[src/rtl/vga_pattern_src.sv]
// VGA-timed RGB565 pattern source.
// Stage 0 holds the h/v counters, stage 1 registers the ROM request plus the
// generated pattern and sync levels, stage 2 registers every video output.
// mem_rdata is sampled by the stage-2 register on the clock edge that ends the
// cycle in which mem_addr/mem_rd_en are presented.
module vga_pattern_src #(
   parameter int H_ACTIVE  = 640,
   parameter int H_FP      = 16,
   parameter int H_SYNC    = 96,
   parameter int H_BP      = 48,
   parameter int V_ACTIVE  = 480,
   parameter int V_FP      = 10,
   parameter int V_SYNC    = 2,
   parameter int V_BP      = 33,
   parameter bit SYNC_POL  = 1'b0,
   parameter int IMG_W     = 128,
   parameter int IMG_H     = 128,
   parameter int ADDR_W    = 14,
   parameter int MEM_W     = 1,
   parameter int CHK_SHIFT = 3
) (
   input  logic              vga_clk,
   input  logic              rst_n,
   input  logic              en,
   input  logic [1:0]        mode,
   output logic              mem_rd_en,
   output logic [ADDR_W-1:0] mem_addr,
   input  logic [MEM_W-1:0]  mem_rdata,
   output logic              vga_hs,
   output logic              vga_vs,
   output logic              vga_de,
   output logic [11:0]       pix_x,
   output logic [11:0]       pix_y,
   output logic [15:0]       pix_rgb,
   output logic              frame_start,
   output logic [15:0]       frame_cnt
);

   localparam int H_TOTAL = H_ACTIVE + H_FP + H_SYNC + H_BP;
   localparam int V_TOTAL = V_ACTIVE + V_FP + V_SYNC + V_BP;
   localparam logic [11:0] H_LAST   = 12'(H_TOTAL - 1);
   localparam logic [11:0] V_LAST   = 12'(V_TOTAL - 1);
   localparam logic [11:0] H_ACT    = 12'(H_ACTIVE);
   localparam logic [11:0] V_ACT    = 12'(V_ACTIVE);
   localparam logic [11:0] HS_BEG   = 12'(H_ACTIVE + H_FP);
   localparam logic [11:0] HS_END   = 12'(H_ACTIVE + H_FP + H_SYNC);
   localparam logic [11:0] VS_BEG   = 12'(V_ACTIVE + V_FP);
   localparam logic [11:0] VS_END   = 12'(V_ACTIVE + V_FP + V_SYNC);
   localparam logic [11:0] IMG_W12  = 12'(IMG_W);
   localparam logic [11:0] IMG_H12  = 12'(IMG_H);
   localparam logic [11:0] BAR_LAST = 12'(H_ACTIVE / 8 - 1);
   localparam logic [ADDR_W-1:0] ROW_STEP = ADDR_W'(IMG_W);

   // RUN means a frame is in progress; IDLE waits for en at (0,0).
   typedef enum logic {S_IDLE, S_RUN} state_t;
   state_t state, state_nxt;

   logic [11:0]       h_cnt, v_cnt;
   logic [2:0]        bar_idx;
   logic [11:0]       bar_pos;
   logic [ADDR_W-1:0] row_base;
   logic [1:0]        mode_q;

   logic       cnt_act, line_end, frame_end, at_origin, in_img, rd_req;
   logic [1:0] mode_cur;
   logic       de0, hs_lvl, vs_lvl;
   logic [15:0] pat0, bar_rgb, rom_pix;

   logic        s1_de, s1_hs, s1_vs, s1_fs;
   logic [11:0] s1_x, s1_y;
   logic [1:0]  s1_mode;
   logic [15:0] s1_pat;

   // State register.
   always_ff @(posedge vga_clk or negedge rst_n) begin
      if (!rst_n) state <= S_IDLE;
      else        state <= state_nxt;
   end

   // Counters advance while a frame runs or en requests one; the last pixel of
   // a frame always returns to IDLE so en is re-examined at (0,0).
   always_comb begin
      cnt_act   = (state == S_RUN) || en;
      line_end  = (h_cnt == H_LAST);
      frame_end = line_end && (v_cnt == V_LAST);
      at_origin = (h_cnt == 12'd0) && (v_cnt == 12'd0);
      state_nxt = state;
      if (cnt_act) state_nxt = frame_end ? S_IDLE : S_RUN;
   end

   // Stage 0: pixel counters, bar tracker, ROM row base and mode latch.
   always_ff @(posedge vga_clk or negedge rst_n) begin
      if (!rst_n) begin
         h_cnt    <= '0;
         v_cnt    <= '0;
         bar_idx  <= '0;
         bar_pos  <= '0;
         row_base <= '0;
         mode_q   <= '0;
      end else if (cnt_act) begin
         if (at_origin) mode_q <= mode;
         if (line_end) begin
            h_cnt   <= '0;
            bar_idx <= '0;
            bar_pos <= '0;
            if (frame_end) begin
               v_cnt    <= '0;
               row_base <= '0;
            end else begin
               v_cnt <= v_cnt + 12'd1;
               if (v_cnt < IMG_H12) row_base <= row_base + ROW_STEP;
            end
         end else begin
            h_cnt <= h_cnt + 12'd1;
            // Bar 7 absorbs any remainder columns, so it never advances.
            if ((bar_idx != 3'd7) && (bar_pos == BAR_LAST)) begin
               bar_idx <= bar_idx + 3'd1;
               bar_pos <= '0;
            end else begin
               bar_pos <= bar_pos + 12'd1;
            end
         end
      end
   end

   // Pattern, sync and ROM request for the pixel at the counters.
   always_comb begin
      mode_cur = at_origin ? mode : mode_q;
      in_img   = (h_cnt < IMG_W12) && (v_cnt < IMG_H12);
      rd_req   = cnt_act && (mode_cur == 2'd0) && in_img;
      de0      = cnt_act && (h_cnt < H_ACT) && (v_cnt < V_ACT);
      hs_lvl   = (cnt_act && (h_cnt >= HS_BEG) && (h_cnt < HS_END)) ? SYNC_POL : ~SYNC_POL;
      vs_lvl   = (cnt_act && (v_cnt >= VS_BEG) && (v_cnt < VS_END)) ? SYNC_POL : ~SYNC_POL;
      case (bar_idx)
         3'd0:    bar_rgb = 16'hFFFF;
         3'd1:    bar_rgb = 16'hFFE0;
         3'd2:    bar_rgb = 16'h07FF;
         3'd3:    bar_rgb = 16'h07E0;
         3'd4:    bar_rgb = 16'hF81F;
         3'd5:    bar_rgb = 16'hF800;
         3'd6:    bar_rgb = 16'h001F;
         default: bar_rgb = 16'h0000;
      endcase
      case (mode_cur)
         2'd1:    pat0 = bar_rgb;
         2'd2:    pat0 = (h_cnt[CHK_SHIFT] ^ v_cnt[CHK_SHIFT]) ? 16'hFFFF : 16'h0000;
         2'd3:    pat0 = {h_cnt[7:3], h_cnt[7:2], h_cnt[7:3]};
         default: pat0 = 16'h0000;
      endcase
   end

   // Stage 1: ROM request and pattern/sync registered.
   always_ff @(posedge vga_clk or negedge rst_n) begin
      if (!rst_n) begin
         mem_rd_en <= 1'b0;
         mem_addr  <= '0;
         s1_de     <= 1'b0;
         s1_hs     <= ~SYNC_POL;
         s1_vs     <= ~SYNC_POL;
         s1_fs     <= 1'b0;
         s1_x      <= '0;
         s1_y      <= '0;
         s1_mode   <= '0;
         s1_pat    <= '0;
      end else begin
         mem_rd_en <= rd_req;
         mem_addr  <= rd_req ? (row_base + ADDR_W'(h_cnt)) : '0;
         s1_de     <= de0;
         s1_hs     <= hs_lvl;
         s1_vs     <= vs_lvl;
         s1_fs     <= cnt_act && at_origin;
         s1_x      <= h_cnt;
         s1_y      <= v_cnt;
         s1_mode   <= mode_cur;
         s1_pat    <= pat0;
      end
   end

   // ROM word to RGB565: a binary image expands to white/black.
   always_comb begin
      rom_pix = (MEM_W == 1) ? {16{mem_rdata[0]}} : 16'(mem_rdata);
   end

   // Stage 2: registered video outputs, blanked outside the active area.
   always_ff @(posedge vga_clk or negedge rst_n) begin
      if (!rst_n) begin
         vga_hs      <= ~SYNC_POL;
         vga_vs      <= ~SYNC_POL;
         vga_de      <= 1'b0;
         pix_x       <= '0;
         pix_y       <= '0;
         pix_rgb     <= '0;
         frame_start <= 1'b0;
         frame_cnt   <= '0;
      end else begin
         vga_hs      <= s1_hs;
         vga_vs      <= s1_vs;
         vga_de      <= s1_de;
         pix_x       <= s1_x;
         pix_y       <= s1_y;
         frame_start <= s1_fs;
         if (s1_fs) frame_cnt <= frame_cnt + 16'd1;
         if (!s1_de)                pix_rgb <= 16'h0000;
         else if (s1_mode == 2'd0)  pix_rgb <= mem_rd_en ? rom_pix : 16'h0000;
         else                       pix_rgb <= s1_pat;
      end
   end

endmodule

[config.mk]
export PLATFORM = sky130hd
export DESIGN_NAME = vga_pattern_src
export DESIGN_NICKNAME = d
export VERILOG_FILES = /design/src/rtl/vga_pattern_src.sv
export SDC_FILE = /design/constraint.sdc
export NUM_CORES = 1
export LEC_CHECK = 0
export ABC_AREA = 0
export CAP_MARGIN = 20
export CORE_MARGIN = 2
export CORE_UTILIZATION = 35
export DETAILED_ROUTE_END_ITERATION = 12
export DONT_BUFFER_PORTS = 1
export PLACE_DENSITY = 0.49
export SYNTH_ARGS = -nofsm -noshare
export SYNTH_HDL_FRONTEND = slang
export SYNTH_SLANG_ARGS = --single-unit
[constraint.sdc]
create_clock -name vga_clk -period 5.4 [get_ports vga_clk]
set_input_delay 0.54 -clock vga_clk [delete_from_list [all_inputs] [get_ports vga_clk]]
set_output_delay 0.54 -clock vga_clk [all_outputs]
set_load 0.03 [all_outputs]
* Word-level counts from Yosys, hierarchy flattened
Index checks and enable logic that the tools add are counted.
Word-level totals: register bits after elaboration 177, bits in writable memories 0, memories 0, ROM bits 0, bits in latches 0, input bits 6
Cells by class: bitwise gates (word level) 1, reductions and logical operators 24, multiply operators 0, order comparisons 8, eq/ne operators 13, $add $sub $neg 7, shift operators 0, divide/modulo/power cells 0, mux-type cells 19
Operator list (count):
- $pmux W16 S7 | 1
- $mux W16 | 4
- $mux W12 | 4
- $pmux W16 S3 | 1
- $mux W14 | 3
- $add A12 B1 Y12 const B | 3
- $eq A12 B10 Y1 const B | 2
- $logic_not A12 Y1 | 2
- $lt A12 B10 Y1 const B | 2
- $lt A12 B8 Y1 const B | 2
- $lt A12 B9 Y1 const B | 2
- $add A16 B1 Y16 const B | 1
- $add A14 B12 Y14 | 1
- $add A14 B8 Y14 const B | 1
- $logic_and A1 B1 Y1 | 13
- $eq A12 B7 Y1 const B | 1
- $ge A12 B10 Y1 const B | 1
- $ge A12 B9 Y1 const B | 1
- $eq A3 B3 Y1 const B | 3
- $eq A3 B2 Y1 const B | 2
- $mux W3 | 2
- $eq A2 B2 Y1 const B | 2
- $logic_not A2 Y1 | 2
- $reduce_and A2 Y1 | 2
- other kinds (11) | 14

* Depth between registers and ports, before layout
word-level depth 7, gate-level depth with buffers 8, gate-level depth less buffers 6

* Least setup slack after synthesis
Ideal clock, no wire load.
path type flip-flop to flip-flop, start register h_cnt[7], end register row_base[10], buffers on the path 1, cell stages (with the launch flop) 6, path slack 3.264 ns, arrival 2.059 ns, cells stage by stage dfrtp_1 > or4_4 > or3_1 > buf_2 > or4_1 > o21ai_1
On the way: longest elaborated chain between the ends 4
Ends and longest elaborated chain:
- start: declaration | line 58 | logic [11:0] h_cnt, v_cnt;
- start signal: assignment | line 114 | h_cnt <= h_cnt + 12'd1;
- $eq A12 B10 Y1 * | line 84 | line_end = (h_cnt == H_LAST);
- $logic_and A1 B1 Y1 | line 85 | frame_end = line_end && (v_cnt == V_LAST);
- $reduce_bool A2 Y1 (no line)
- $reduce_and A3 Y1 (no line)
- end signal: assignment | line 111 | if (v_cnt < IMG_H12) row_base <= row_base + ROW_STEP;
- end: declaration | line 61 | logic [ADDR_W-1:0] row_base;
Every way passes the cells marked *; elsewhere a longest branch is shown, timed or not. A chain may end at the register's enable or synchronous reset.

* Worst setup path in the final report
start register v_cnt[0], end register mem_addr[12]
On the way: longest elaborated chain between the ends 7
Ends and longest elaborated chain:
- start: declaration | line 58
- start signal: assignment | line 110 | v_cnt <= v_cnt + 12'd1;
- parallel branches: the longest is 5 deep, another holds $lt A12 B8 Y1
- $logic_and A1 B1 Y1 * | line 130 | rd_req = cnt_act && (mode_cur == 2'd0) && in_img;
- $mux W14 * | line 167 | mem_addr <= rd_req ? (row_base + ADDR_W'(h_cnt)) : '0;
- end signal: assignment | line 167
- end: declaration | line 27 | output logic [ADDR_W-1:0] mem_addr,
Every way passes the cells marked *.

==> flow_summary.yaml <==
routing:
  met2_length_mm: 6.83
  met1_length_mm: 6.62
  dr.pass1.iters: 4
  avgViaCountPerCell: 5.13
  routedWlPerCell_um: 17.2
  drt-total-wl_mm: 14.5
  detail-route-antenna-nets: 0
  drc: 0
  highest_layer: "met4"
  via_count: 4313
  route.met3.wl_um: 755
  drt-initial-drc-count: 236
grt:
  overflow: 0
  grt_pass1_wl_mm: 23.4
  grt_max_degree: 171
  antenna_found_initial: 0
  grt_pass1_vias: 4258
  grt_usage: 0.149
logic_synthesis:
  yosys.area.top_type: "dfrtp_1"
  synth-seq-cells: 170
  syn_avg_cell_area_um2: 12.0
  synth_top_area_share: 0.613
  synth.distinct_cells: 52
  syn_area_mm2: 0.00678
  seq_area_frac_synth: 0.629
  syn_nets: 590
  synthArstFlopShare: 1.00
  synthCells: 566
  yosys_warnings: 0
  synth_edf_count: 0
  synthFlopType: "dfrtp_1"
  synth.area.top_cells: "dfrtp_1, ha_1, o21ai_0, xnor2_1, xor2_1"
sta:
  skew_ns: 0.00686
  fin_setup_tns_ns: 0
  min_period_ns: 2.77
  clock.fmax_mhz: 362
  slew_headroom: 0.302
  setup_viol: 0
  rsz0062_at_grt: "no"
  post-route-period-util: 0.512
  final-hold-violation-count: 0
  tightest_slew_ns: 1.04
  maxSlewViolCount: 0
clocking:
  cts_tree: "done"
  clk_latency_ns: 0.43
  numCtsBuffers: 17
  clk_pin_slew_ns: 0.07
  cts_setup_buffers: 0
  clockBufferDepth: 2
  cts.sinks: 170
  htreeDepth: 4
  cts-root-buf: "clkbuf_16"
worst_setup_path:
  crit_chain: "inv_1, ha_1, nor4b_1, and3_1, nand4_1, a2111oi_0"
  path_buf_inv: 1
  cp_top_family: "simple AND/OR/NAND/NOR gates"
  r2r-end: "mem_addr[12]$_DFF_PN0_"
  slowest_delay_ns: 0.57
  r2r-start: "v_cnt[0]$_DFFE_PN0P_"
  crit_fanout: 15
  critPathRequiredTime_ns: 5.69
  worst_r2r_path_depth: 6
  cp-start-kind: "register"
  r2r_slack_ns: 2.63
  crit_type: "reg2reg"
  critPathSlowestCell: "a2111oi_0"
  cp-end-kind: "register"
  cp.arrival_ns: 3.06
floorplanning:
  rows: 50
  die_area_mm2: 0.0205
  pin_count: 81
  die_h_um: 143
  core_area_mm2: 0.0188
  start_util: 0.360
  die_w_um: 143
placement:
  portBuffers: 0
  place_inst: 807
  hpwlAfterDp_mm: 9.54
  gp_congestion: 0.828
power_and_ir_drop:
  leakagePower_nw: 3.47
  clkPwrFrac: 0.387
  cellPowerDensity_mw_per_mm2: 415
  power.switching_mw: 0.926
  p_sw_frac: 0.291
  pwr-share-comb: 0.102
  peakVddDrop_v: 0.000217
  p_total_mw: 3.19
  p_int_mw: 2.26
  pwr-share-seq: 0.511
final_layout:
  nets: 592
  layout_commonest_cell: "dfrtp_1"
  final_cell_mix: "dfrtp_1, o21ai_0, nor2_1, nand3_1, inv_1"
  fill_cells: 1791
  area_delta_synth_final_pct: 13.2
  stdcell_count: 841
  antennaDiodeCount: 0
  layout-drive-gt1-share: 0.0843
run_status:
  status: "finished clean"
worst_hold_path:
  hold_path.class: "in2async"
job:
  max-cap-violations: 0
==> what timing repair did <==
item / 4_1_cts / 5_1_grt
setup endpoints to repair: 0 / 0
endpoints found under the hold margin: 170 / 0
hold buffers: 1 / 0
gates resized for setup: 0 / 0
==> cell type report <==
cell class | count | area [um^2] | share of cell area
Inverter | 23 | 86.3 | 0.0113
Timing Repair Buffer | 2 | 38.8 | 0.00506
Sequential cell | 170 | 4260 | 0.555
Clock buffer | 19 | 443 | 0.0577
Tap cell | 260 | 325 | 0.0424
Clock inverter | 13 | 156 | 0.0204
Multi-Input combinational cell | 354 | 2360 | 0.308
==> cells in the mapped netlist, drive strengths merged (14+ instances only) <==
master and instances:
xnor2 20, nor2 27, ha 18, a211oi 14, xor2 18, nand3 24
a21oi 15, nand2 22, o21ai 40, clkbuf 14, o21a 18, dfrtp 166
nand4 18, nor3 19, inv 23
==> routing by layer <==
metal,GRT usage,vias to the layer above
met4,0.0558,0
met3,0.0496,22
li1,-,2043
met5,0,-
met1,0.198,2156
met2,0.229,92
==> kinds of logic after synthesis <==
family          Yosys count  share of synthesized area
compound gates          117                      0.112
simple gates            174                      0.142
xor+xnor                 38                     0.0491
mux                       7                     0.0113
buf+inv                  42                     0.0238
flops                   170                      0.629
fa+ha+maj                18                     0.0332
==> worst max-delay path by stage <==
stage	to	slack, ns	cells past startpoint	startpoint
floorplan	row_base[10]$_DFFE_PN0P_	3.26	5	h_cnt[7]$_DFFE_PN0N_
global placement	row_base[8]$_DFFE_PN0P_	2.73	4	h_cnt[7]$_DFFE_PN0N_
detailed placement	row_base[8]$_DFFE_PN0P_	2.62	4	h_cnt[7]$_DFFE_PN0N_
CTS	mem_addr[12]$_DFF_PN0_	2.65	6	v_cnt[0]$_DFFE_PN0P_
global route	mem_addr[12]$_DFF_PN0_	2.27	3	v_cnt[9]$_DFFE_PN0P_
finish	mem_addr[12]$_DFF_PN0_	2.63	6	v_cnt[0]$_DFFE_PN0P_
==> power groups by stage <==
| stage | registers (mW) | logic (mW) | clock network, mW |
|---|---|---|---|
| floorplan | 1.58 | 0.264 | 0 |
| global placement | 1.65 | 0.289 | 0 |
| detailed placement | 1.65 | 0.297 | 0 |
| CTS | 1.63 | 0.327 | 1.27 |
| global route | 1.65 | 0.371 | 1.33 |
| finish | 1.63 | 0.324 | 1.23 |
==> through the flow <==
stage | cell area, um^2 | utilization | setup WS [ns] | hold WS [ns]
final | 7670 | 0.407 | 2.63 | 0.103
after global routing | 7670 | 0.407 | 2.27 | 0.122
after CTS | 7660 | 0.407 | 2.65 | 0.189
after detailed placement | 7030 | 0.373 | 2.62 | 0.248
after global placement | 7030 | 0.373 | 2.73 | 0.248
after floorplan | 6780 | - | 3.26 | 0.244
==> state kept, by name (all words and copies together) (netlist names), 2 cells and up <==
name       cells
mode_q         2
v_cnt         12
frame_cnt     16
s1_y          12
s1_x          12
pix_y         12
h_cnt         12
s1_mode        2
bar_idx        3
mem_addr      14
s1_pat        16
row_base       7
pix_x         12
pix_rgb       16
bar_pos       12
No activity file was read; power rests on OpenSTA's default activity.
